<file path="src/rtl/load_store_unit_if.sv">
// Core request/response and word-memory bus bundle for the load/store unit.
// slave is the unit's view; master is the core plus memory side.
interface load_store_unit_if #(
  parameter int ADDR_WIDTH = 32,
  parameter int WORD_WIDTH = 32
);
  logic                  req_valid;
  logic                  req_ready;
  logic                  req_we;
  logic [1:0]            req_size;
  logic                  req_unsigned;
  logic [ADDR_WIDTH-1:0] req_addr;
  logic [WORD_WIDTH-1:0] req_wdata;
  logic                  rsp_valid;
  logic [WORD_WIDTH-1:0] rsp_rdata;
  logic                  rsp_err;
  logic                  mem_read;
  logic                  mem_write;
  logic [ADDR_WIDTH-3:0] mem_addr;
  logic [WORD_WIDTH-1:0] mem_wdata;
  logic [WORD_WIDTH-1:0] mem_rdata;

  modport slave (
    input  req_valid, req_we, req_size, req_unsigned, req_addr, req_wdata, mem_rdata,
    output req_ready, rsp_valid, rsp_rdata, rsp_err,
    output mem_read, mem_write, mem_addr, mem_wdata
  );

  modport master (
    output req_valid, req_we, req_size, req_unsigned, req_addr, req_wdata, mem_rdata,
    input  req_ready, rsp_valid, rsp_rdata, rsp_err,
    input  mem_read, mem_write, mem_addr, mem_wdata
  );
endinterface

</file>
<file path="src/rtl/load_store_unit.sv">
// Load/store front end for a byte-enable-free word memory: sub-word stores
// are read-modify-write, loads are lane-selected and sign/zero extended.
//
// state | meaning
// IDLE  | req_ready high, waiting for a request
// RD    | mem_read strobe for a load or the read half of an RMW
// CAP   | mem_rdata valid: extend into result or merge into write word
// WR    | mem_write strobe
// RESP  | one-cycle rsp_valid pulse
module load_store_unit #(
  parameter int ADDR_WIDTH = 32,
  parameter int WORD_WIDTH = 32
) (
  input logic               clk,
  input logic               rst_n,
  load_store_unit_if.slave  bus
);
  localparam logic [2:0] IDLE = 3'd0;
  localparam logic [2:0] RD   = 3'd1;
  localparam logic [2:0] CAP  = 3'd2;
  localparam logic [2:0] WR   = 3'd3;
  localparam logic [2:0] RESP = 3'd4;

  logic [2:0]            state, state_d;
  logic                  we_q, uns_q;
  logic [1:0]            size_q, off_q;
  logic [15:0]           wdata_q;
  logic                  accept, req_err;
  logic [7:0]            rd_byte;
  logic [15:0]           rd_half;
  logic [WORD_WIDTH-1:0] load_ext, merged;

  always_comb begin
    accept  = bus.req_valid && bus.req_ready;
    req_err = (bus.req_size == 2'b11) ||
              (bus.req_size == 2'b01 && bus.req_addr[0]) ||
              (bus.req_size == 2'b10 && bus.req_addr[1:0] != 2'b00);
    state_d = state;
    case (state)
      IDLE: if (accept) begin
        if (req_err)                                state_d = RESP;
        else if (bus.req_we && bus.req_size == 2'b10) state_d = WR;
        else                                        state_d = RD;
      end
      RD:      state_d = CAP;
      CAP:     state_d = we_q ? WR : RESP;
      WR:      state_d = RESP;
      RESP:    state_d = IDLE;
      default: state_d = IDLE;
    endcase
  end

  always_comb begin
    case (off_q)
      2'd0:    rd_byte = bus.mem_rdata[7:0];
      2'd1:    rd_byte = bus.mem_rdata[15:8];
      2'd2:    rd_byte = bus.mem_rdata[23:16];
      default: rd_byte = bus.mem_rdata[31:24];
    endcase
    rd_half = off_q[1] ? bus.mem_rdata[31:16] : bus.mem_rdata[15:0];

    case (size_q)
      2'b00:   load_ext = uns_q ? {{(WORD_WIDTH-8){1'b0}}, rd_byte}
                                : {{(WORD_WIDTH-8){rd_byte[7]}}, rd_byte};
      2'b01:   load_ext = uns_q ? {{(WORD_WIDTH-16){1'b0}}, rd_half}
                                : {{(WORD_WIDTH-16){rd_half[15]}}, rd_half};
      default: load_ext = bus.mem_rdata;
    endcase

    merged = bus.mem_rdata;
    if (size_q == 2'b00) begin
      case (off_q)
        2'd0:    merged[7:0]   = wdata_q[7:0];
        2'd1:    merged[15:8]  = wdata_q[7:0];
        2'd2:    merged[23:16] = wdata_q[7:0];
        default: merged[31:24] = wdata_q[7:0];
      endcase
    end else if (off_q[1]) begin
      merged[31:16] = wdata_q;
    end else begin
      merged[15:0] = wdata_q;
    end
  end

  // Strobes and ready are registered off the next state so every output is a flop.
  always_ff @(posedge clk) begin
    if (!rst_n) begin
      state         <= IDLE;
      we_q          <= 1'b0;
      uns_q         <= 1'b0;
      size_q        <= 2'b00;
      off_q         <= 2'b00;
      wdata_q       <= '0;
      bus.req_ready <= 1'b0;
      bus.rsp_valid <= 1'b0;
      bus.rsp_rdata <= '0;
      bus.rsp_err   <= 1'b0;
      bus.mem_read  <= 1'b0;
      bus.mem_write <= 1'b0;
      bus.mem_addr  <= '0;
      bus.mem_wdata <= '0;
    end else begin
      state         <= state_d;
      bus.req_ready <= (state_d == IDLE);
      bus.mem_read  <= (state_d == RD);
      bus.mem_write <= (state_d == WR);
      bus.rsp_valid <= (state_d == RESP);
      if (accept) begin
        we_q          <= bus.req_we;
        uns_q         <= bus.req_unsigned;
        size_q        <= bus.req_size;
        off_q         <= bus.req_addr[1:0];
        wdata_q       <= bus.req_wdata[15:0];
        bus.mem_addr  <= bus.req_addr[ADDR_WIDTH-1:2];
        bus.mem_wdata <= (bus.req_we && bus.req_size == 2'b10) ? bus.req_wdata : '0;
        bus.rsp_rdata <= '0;
        bus.rsp_err   <= req_err;
      end
      if (state == CAP) begin
        if (we_q) bus.mem_wdata <= merged;
        else      bus.rsp_rdata <= load_ext;
      end
    end
  end
endmodule

</file>
<file path="src/flat_wrapper.sv">
// flat-port wrapper written by rule: the top's interface ports become plain ports
module load_store_unit_flat 
#(
  parameter int ADDR_WIDTH = 32,
  parameter int WORD_WIDTH = 32
)
  (clk, rst_n, bus_req_valid, bus_req_we, bus_req_size, bus_req_unsigned, bus_req_addr, bus_req_wdata, bus_mem_rdata, bus_req_ready, bus_rsp_valid, bus_rsp_rdata, bus_rsp_err, bus_mem_read, bus_mem_write, bus_mem_addr, bus_mem_wdata);
  load_store_unit_if #(.ADDR_WIDTH(ADDR_WIDTH), .WORD_WIDTH(WORD_WIDTH)) bus_i ();
  input logic clk;
  input logic rst_n;
  input wire logic [$bits(bus_i.req_valid)-1:0] bus_req_valid;
  input wire logic [$bits(bus_i.req_we)-1:0] bus_req_we;
  input wire logic [$bits(bus_i.req_size)-1:0] bus_req_size;
  input wire logic [$bits(bus_i.req_unsigned)-1:0] bus_req_unsigned;
  input wire logic [$bits(bus_i.req_addr)-1:0] bus_req_addr;
  input wire logic [$bits(bus_i.req_wdata)-1:0] bus_req_wdata;
  input wire logic [$bits(bus_i.mem_rdata)-1:0] bus_mem_rdata;
  output wire logic [$bits(bus_i.req_ready)-1:0] bus_req_ready;
  output wire logic [$bits(bus_i.rsp_valid)-1:0] bus_rsp_valid;
  output wire logic [$bits(bus_i.rsp_rdata)-1:0] bus_rsp_rdata;
  output wire logic [$bits(bus_i.rsp_err)-1:0] bus_rsp_err;
  output wire logic [$bits(bus_i.mem_read)-1:0] bus_mem_read;
  output wire logic [$bits(bus_i.mem_write)-1:0] bus_mem_write;
  output wire logic [$bits(bus_i.mem_addr)-1:0] bus_mem_addr;
  output wire logic [$bits(bus_i.mem_wdata)-1:0] bus_mem_wdata;
  assign bus_i.req_valid = bus_req_valid;
  assign bus_i.req_we = bus_req_we;
  assign bus_i.req_size = bus_req_size;
  assign bus_i.req_unsigned = bus_req_unsigned;
  assign bus_i.req_addr = bus_req_addr;
  assign bus_i.req_wdata = bus_req_wdata;
  assign bus_i.mem_rdata = bus_mem_rdata;
  assign bus_req_ready = bus_i.req_ready;
  assign bus_rsp_valid = bus_i.rsp_valid;
  assign bus_rsp_rdata = bus_i.rsp_rdata;
  assign bus_rsp_err = bus_i.rsp_err;
  assign bus_mem_read = bus_i.mem_read;
  assign bus_mem_write = bus_i.mem_write;
  assign bus_mem_addr = bus_i.mem_addr;
  assign bus_mem_wdata = bus_i.mem_wdata;
  load_store_unit #(.ADDR_WIDTH(ADDR_WIDTH), .WORD_WIDTH(WORD_WIDTH)) u_core (.clk(clk), .rst_n(rst_n), .bus(bus_i));
endmodule
</file>
<file path="config.mk">
export PLATFORM = sky130hd
export DESIGN_NAME = load_store_unit_flat
export DESIGN_NICKNAME = d
export VERILOG_FILES = /design/src/rtl/load_store_unit_if.sv /design/src/rtl/load_store_unit.sv /design/src/flat_wrapper.sv
export SDC_FILE = /design/constraint.sdc
export NUM_CORES = 1
export LEC_CHECK = 0
export ABC_AREA = 1
export ABC_CLOCK_PERIOD_IN_PS = 1900
export CAP_MARGIN = 20
export CORE_MARGIN = 2
export CORE_UTILIZATION = 52
export DETAILED_ROUTE_END_ITERATION = 10
export PLACE_DENSITY = 0.87
export SYNTH_ARGS = -nofsm -noshare
export SYNTH_HDL_FRONTEND = slang
export SYNTH_SLANG_ARGS = --single-unit
</file>
<file path="constraint.sdc">
create_clock -name clk -period 1.9 [get_ports clk]
set_input_delay 0.19 -clock clk [delete_from_list [all_inputs] [get_ports clk]]
set_output_delay 0.19 -clock clk [all_outputs]
set_load 0.02 [all_outputs]
</file>
# == Word-level counts from Yosys, hierarchy flattened ==
# Cells that the tools add are included.
# op_classes
n_eq_ne,12
n_mux,24
n_reduce_logical,12
# ops
op,count
$mux 32,10
$pmux 32 s2,1
$mux 16,3
$mux 8,4
$pmux 8 s3,1
$pmux 3 s4,1
$eq 3x2->1 const B,3
$mux 3,3
$eq 2x1->1 const B,3
$eq 2x2->1 const B,3
$eq 3x1->1 const B,2
$logic_not 3->1,2
$logic_and 1x1->1,4
$logic_not 2->1,2
$eq 3x3->1 const B,1
$reduce_or 3->1,1
$logic_or 1x1->1,2
$mux 2,1
$reduce_bool 2->1,1
# totals
elab_cells,62
out_inout_bits,99
ff_bits,124
inputBits,103

# == Depth between registers and ports, before layout ==
# depth
word_depth,8
mapped_depth,9

# == Worst setup path after synthesis ==
# Ideal clock, no wire load.
# synth_timing
path_kind,reg-to-reg
startpoint,reg u_core.bus.req_ready
endpoint,reg u_core.bus.rsp_rdata[10]
required_time_ns,1.778
path_stages_with_launch,8
period_less_slack_ns,1.363
slack_ns,0.537
setup_ns,0.122
t_arrival_ns,1.241
path_cell_list,dfxtp_1 > nand2_1 > buf_2 > inv_2 > buf_2 > nor2_1 > o21ai_0 > a21oi_2
# synth_between
elab_chain_len,4
# synth_lines
element,line_no,source
"start, declared",load_store_unit_if.sv:25,"output req_ready, rsp_valid, rsp_rdata, rsp_err,"
"start signal, assigned",load_store_unit.sv:104,bus.req_ready <= (state_d == IDLE);
$logic_and 1x1->1 (*),load_store_unit.sv:34,accept = bus.req_valid && bus.req_ready;
$mux 32 (*),load_store_unit.sv:108,if (accept) begin
$mux 32,load_store_unit.sv:120,if (we_q) bus.mem_wdata <= merged;
$mux 32 (*),load_store_unit.sv:119,if (state == CAP) begin
"end signal, assigned",load_store_unit.sv:121,else bus.rsp_rdata <= load_ext;
"end, declared",load_store_unit_if.sv:25,
# Every way passes the cells marked *; elsewhere a longest branch is shown, timed or not.
# A chain may end at the register's enable or synchronous reset.

# == Worst setup path after layout ==
# layout_timing
startpoint,reg u_core.off_q[1]
endpoint,reg u_core.bus.mem_wdata[24]
# layout_between
elab_chain_len,6
# layout_lines
element,line_no,source
"start, declared",load_store_unit.sv:26,"logic [1:0] size_q, off_q;"
"start signal, assigned",load_store_unit.sv:112,off_q <= bus.req_addr[1:0];
$eq 2x1->1 (tied with other cells),load_store_unit.sv:72,case (off_q)
$reduce_or 3->1 (no line),n/a,
$mux 8,load_store_unit.sv:72,
$mux 32 (*),load_store_unit.sv:71,if (size_q == 2'b00) begin
$mux 32 (*),load_store_unit.sv:120,
$mux 32 (*),load_store_unit.sv:119,
"end signal, assigned",load_store_unit.sv:115,bus.mem_wdata <= (bus.req_we && bus.req_size == 2'b10) ? bus.req_wdata : '0;
"end signal, assigned",load_store_unit.sv:120,
"end, declared",load_store_unit_if.sv:26,"output mem_read, mem_write, mem_addr, mem_wdata"
# Marks and branches as above.

==> out/metrics.cfg <==
[synthesis]
seq_area_frac_synth=0.369
synth_area_per_cell_sq_um=6.27
ys_ff_latch=124
yosys_warnings=0
synth_cell_types=29
netlist_instances=1072
syn_area_sq_um=6720
syn-num-nets=1175

[clock_tree]
root_buffer=clkbuf_16
cts_tree=yes
post_cts_resized=0
post-cts-setup-buffer-count=0
htree_levels=4
cts_buffer_depth=2
hold_buffers=0
cts_sinks=124
path_clk_slew_ns=0.06
cts_buffers=17
insertion_delay_ns=0.42

[global_route]
grt_max_degree=51
grt_overflow=0
antenna_found_initial=0
grt_pass1_vias=6930
grt_usage=0.313
grt_pass1_wl_um=35400

[critical_path]
ff2ff_path_depth=6
crit_path_start_kind=flop
r2r_slack_ns=0.13
crit_required_ns=2.20
cp.arrival_ns=2.07
path_class=reg2reg
rr_startpoint=u_core.off_q[1]
crit_fanout=38
r2r-end=u_core.bus.mem_wdata[24]
end_kind=flop

[die]
start_util=0.533
ioPinCount=202
die_h_um=118
dieWidth_um=118
die_area_sq_um=13900
core-area_sq_um=12600
row_count=41

[detailed_routing]
vias=7747
final_antenna_net_count=0
drtIter0Drc=970
finalWirelength_um=22100
wl_per_cell_um=15.5
drtPass1Iterations=5
route.detailed.drc=0
viasPerCell=5.42

[sta]
report.final.slew_viol_count=0
setup_violations=0
rsz0062_at_grt=false
fin_crit_ns=1.77
whs_ns=0.146
fmax_mhz=566
tns_ns=0
finalCritPeriodShare=0.930
worstMarginPinSlew_ns=0.532
skew_ns=0.0111
timing.final.hold_violations=0
slew_headroom=0.645

[final_layout]
final_nets=1348
drive_gt1_frac=0.0668
area.growth.synth_to_final_pct=39.8
diodes=0
fillers=1023

[outcome]
status=complete, no violations

[hold_path]
hp-class=in2reg
hold_end=u_core.bus.mem_wdata[15]
min_from=rst_n
hold-path-cell-count=3

[place]
dp_hpwl_um=15300
portBuffers=201
gp_congestion=0.916

[pwr]
p_per_area_nw_per_um2=821
vdd_drop_max_mv=0.561
p_leak_nw=4.05

[run]
drv_cap=0

==> sequential cells by signal, summed over array words and instances (netlist names), 2 cells and up <==
signal	cells
u_core.bus.mem_wdata	32
u_core.off_q	2
u_core.wdata_q	16
u_core.bus.mem_addr	30
u_core.bus.rsp_rdata	32
u_core.size_q	2
u_core.state	3
==> layout make-up <==
type                       instances  area (sq um)  area share
timing repair buffer             226          2230       0.238
sequential                       124          2480       0.264
tap                              172           215      0.0229
inverter                          90           343      0.0365
clock buffer                      19           443      0.0471
clock inverter                    13           165      0.0176
multi-input combinational        786          3510       0.374
==> report_power, final <==
group	switching [W]	leakage [nW]	internal, W
Sequential	0.0000873	1.01	0.00272
Clock	0.00126	0.286	0.00210
Combinational	0.000906	2.75	0.000631
==> cell families after synthesis <==
family                 share of synthesized area
buffers and inverters                      0.109
DFF                                        0.369
AOI/OAI and AO/OA                          0.204
and+or+nand+nor                            0.318
==> worst max-delay path by stage <==
stage,startpoint,end,slack (ns),cells after the start
2_1_floorplan,u_core.bus.req_ready,u_core.bus.rsp_rdata[10],0.54,7
3_3_place_gp,bus_req_size[0],u_core.bus.mem_read,0.21,10
3_5_place_dp,bus_req_valid,u_core.bus.mem_wdata[13],0.14,7
4_1_cts,u_core.off_q[1],u_core.bus.mem_wdata[25],0.21,6
5_1_grt,u_core.off_q[1],u_core.bus.mem_wdata[19],0.02,6
6_report,u_core.off_q[1],u_core.bus.mem_wdata[24],0.13,6
==> metrics by stage <==
| step | total power, W | instances | util | area, sq um | worst slack, ns |
|---|---|---|---|---|---|
| after floorplan | 0.00378 | 1072 | - | 6720 | 0.537 |
| after global placement | 0.00433 | 1398 | 0.696 | 8790 | 0.210 |
| after detailed placement | 0.00436 | 1398 | 0.696 | 8790 | 0.142 |
| after CTS | 0.00767 | 1430 | 0.744 | 9400 | 0.208 |
| after global routing | 0.00798 | 1430 | 0.744 | 9400 | 0.0181 |
| final | 0.00771 | 1430 | 0.744 | 9400 | 0.134 |
==> synth_stat cells <==
cell / n / share of area
inv_6: 1 / 0.0013
o211ai_1: 2 / 0.0022
nand2_1: 276 / 0.15
nor2_2: 1 / 0.00093
buf_2: 29 / 0.022
inv_2: 7 / 0.0039
nand2_2: 1 / 0.00093
buf_4: 4 / 0.0045
nor3_1: 1 / 0.00074
dfxtp_1: 124 / 0.37
a21oi_4: 1 / 0.0024
inv_1: 81 / 0.045
o21ai_0: 130 / 0.097
a21oi_2: 6 / 0.0078
clkinv_1: 1 / 0.00056
nor2_1: 177 / 0.099
nand4_1: 2 / 0.0019
nand3_4: 2 / 0.0052
nor2_8: 2 / 0.0060
nand3_2: 1 / 0.0015
a211oi_1: 3 / 0.0034
a21oi_1: 97 / 0.072
o21ai_1: 26 / 0.019
buf_6: 6 / 0.010
clkbuf_1: 31 / 0.017
nor2_4: 4 / 0.0067
and3_1: 3 / 0.0028
nand3_1: 51 / 0.038
buf_8: 2 / 0.0045
==> critical path, stage by stage (launching register included) <==
cell and delay (ns):
dfxtp_1 0.56, inv_2 0.22, buf_12 0.22, o21ai_0 0.20, o21ai_0 0.11, nor2_1 0.27
nor2_1 0.07
==> layout by cell type, fill, tap and decap left out, drive strengths merged <==
cell / instances
clkinv: 5
nand3: 54
nand4: 2
inv: 91
clkinvlp: 4
a21oi: 104
clkdlybuf4s50: 200
a211oi: 3
nand2: 277
nor2: 184
buf: 26
clkbuf: 19
bufinv: 3
and3: 3
dfxtp: 124
nor3: 1
o21ai: 156
o211ai: 2
==> layer usage <==
layer / track usage / wire length, um / vias to the layer above
li1: - / - / 3777
met1: 0.401 / 8980 / 3446
met2: 0.501 / 10100 / 439
met3: 0.0795 / 2160 / 85
met4: 0.133 / 833 / 0
met5: 0 / 0 / -
No activity file was read; power rests on OpenSTA's default activity.
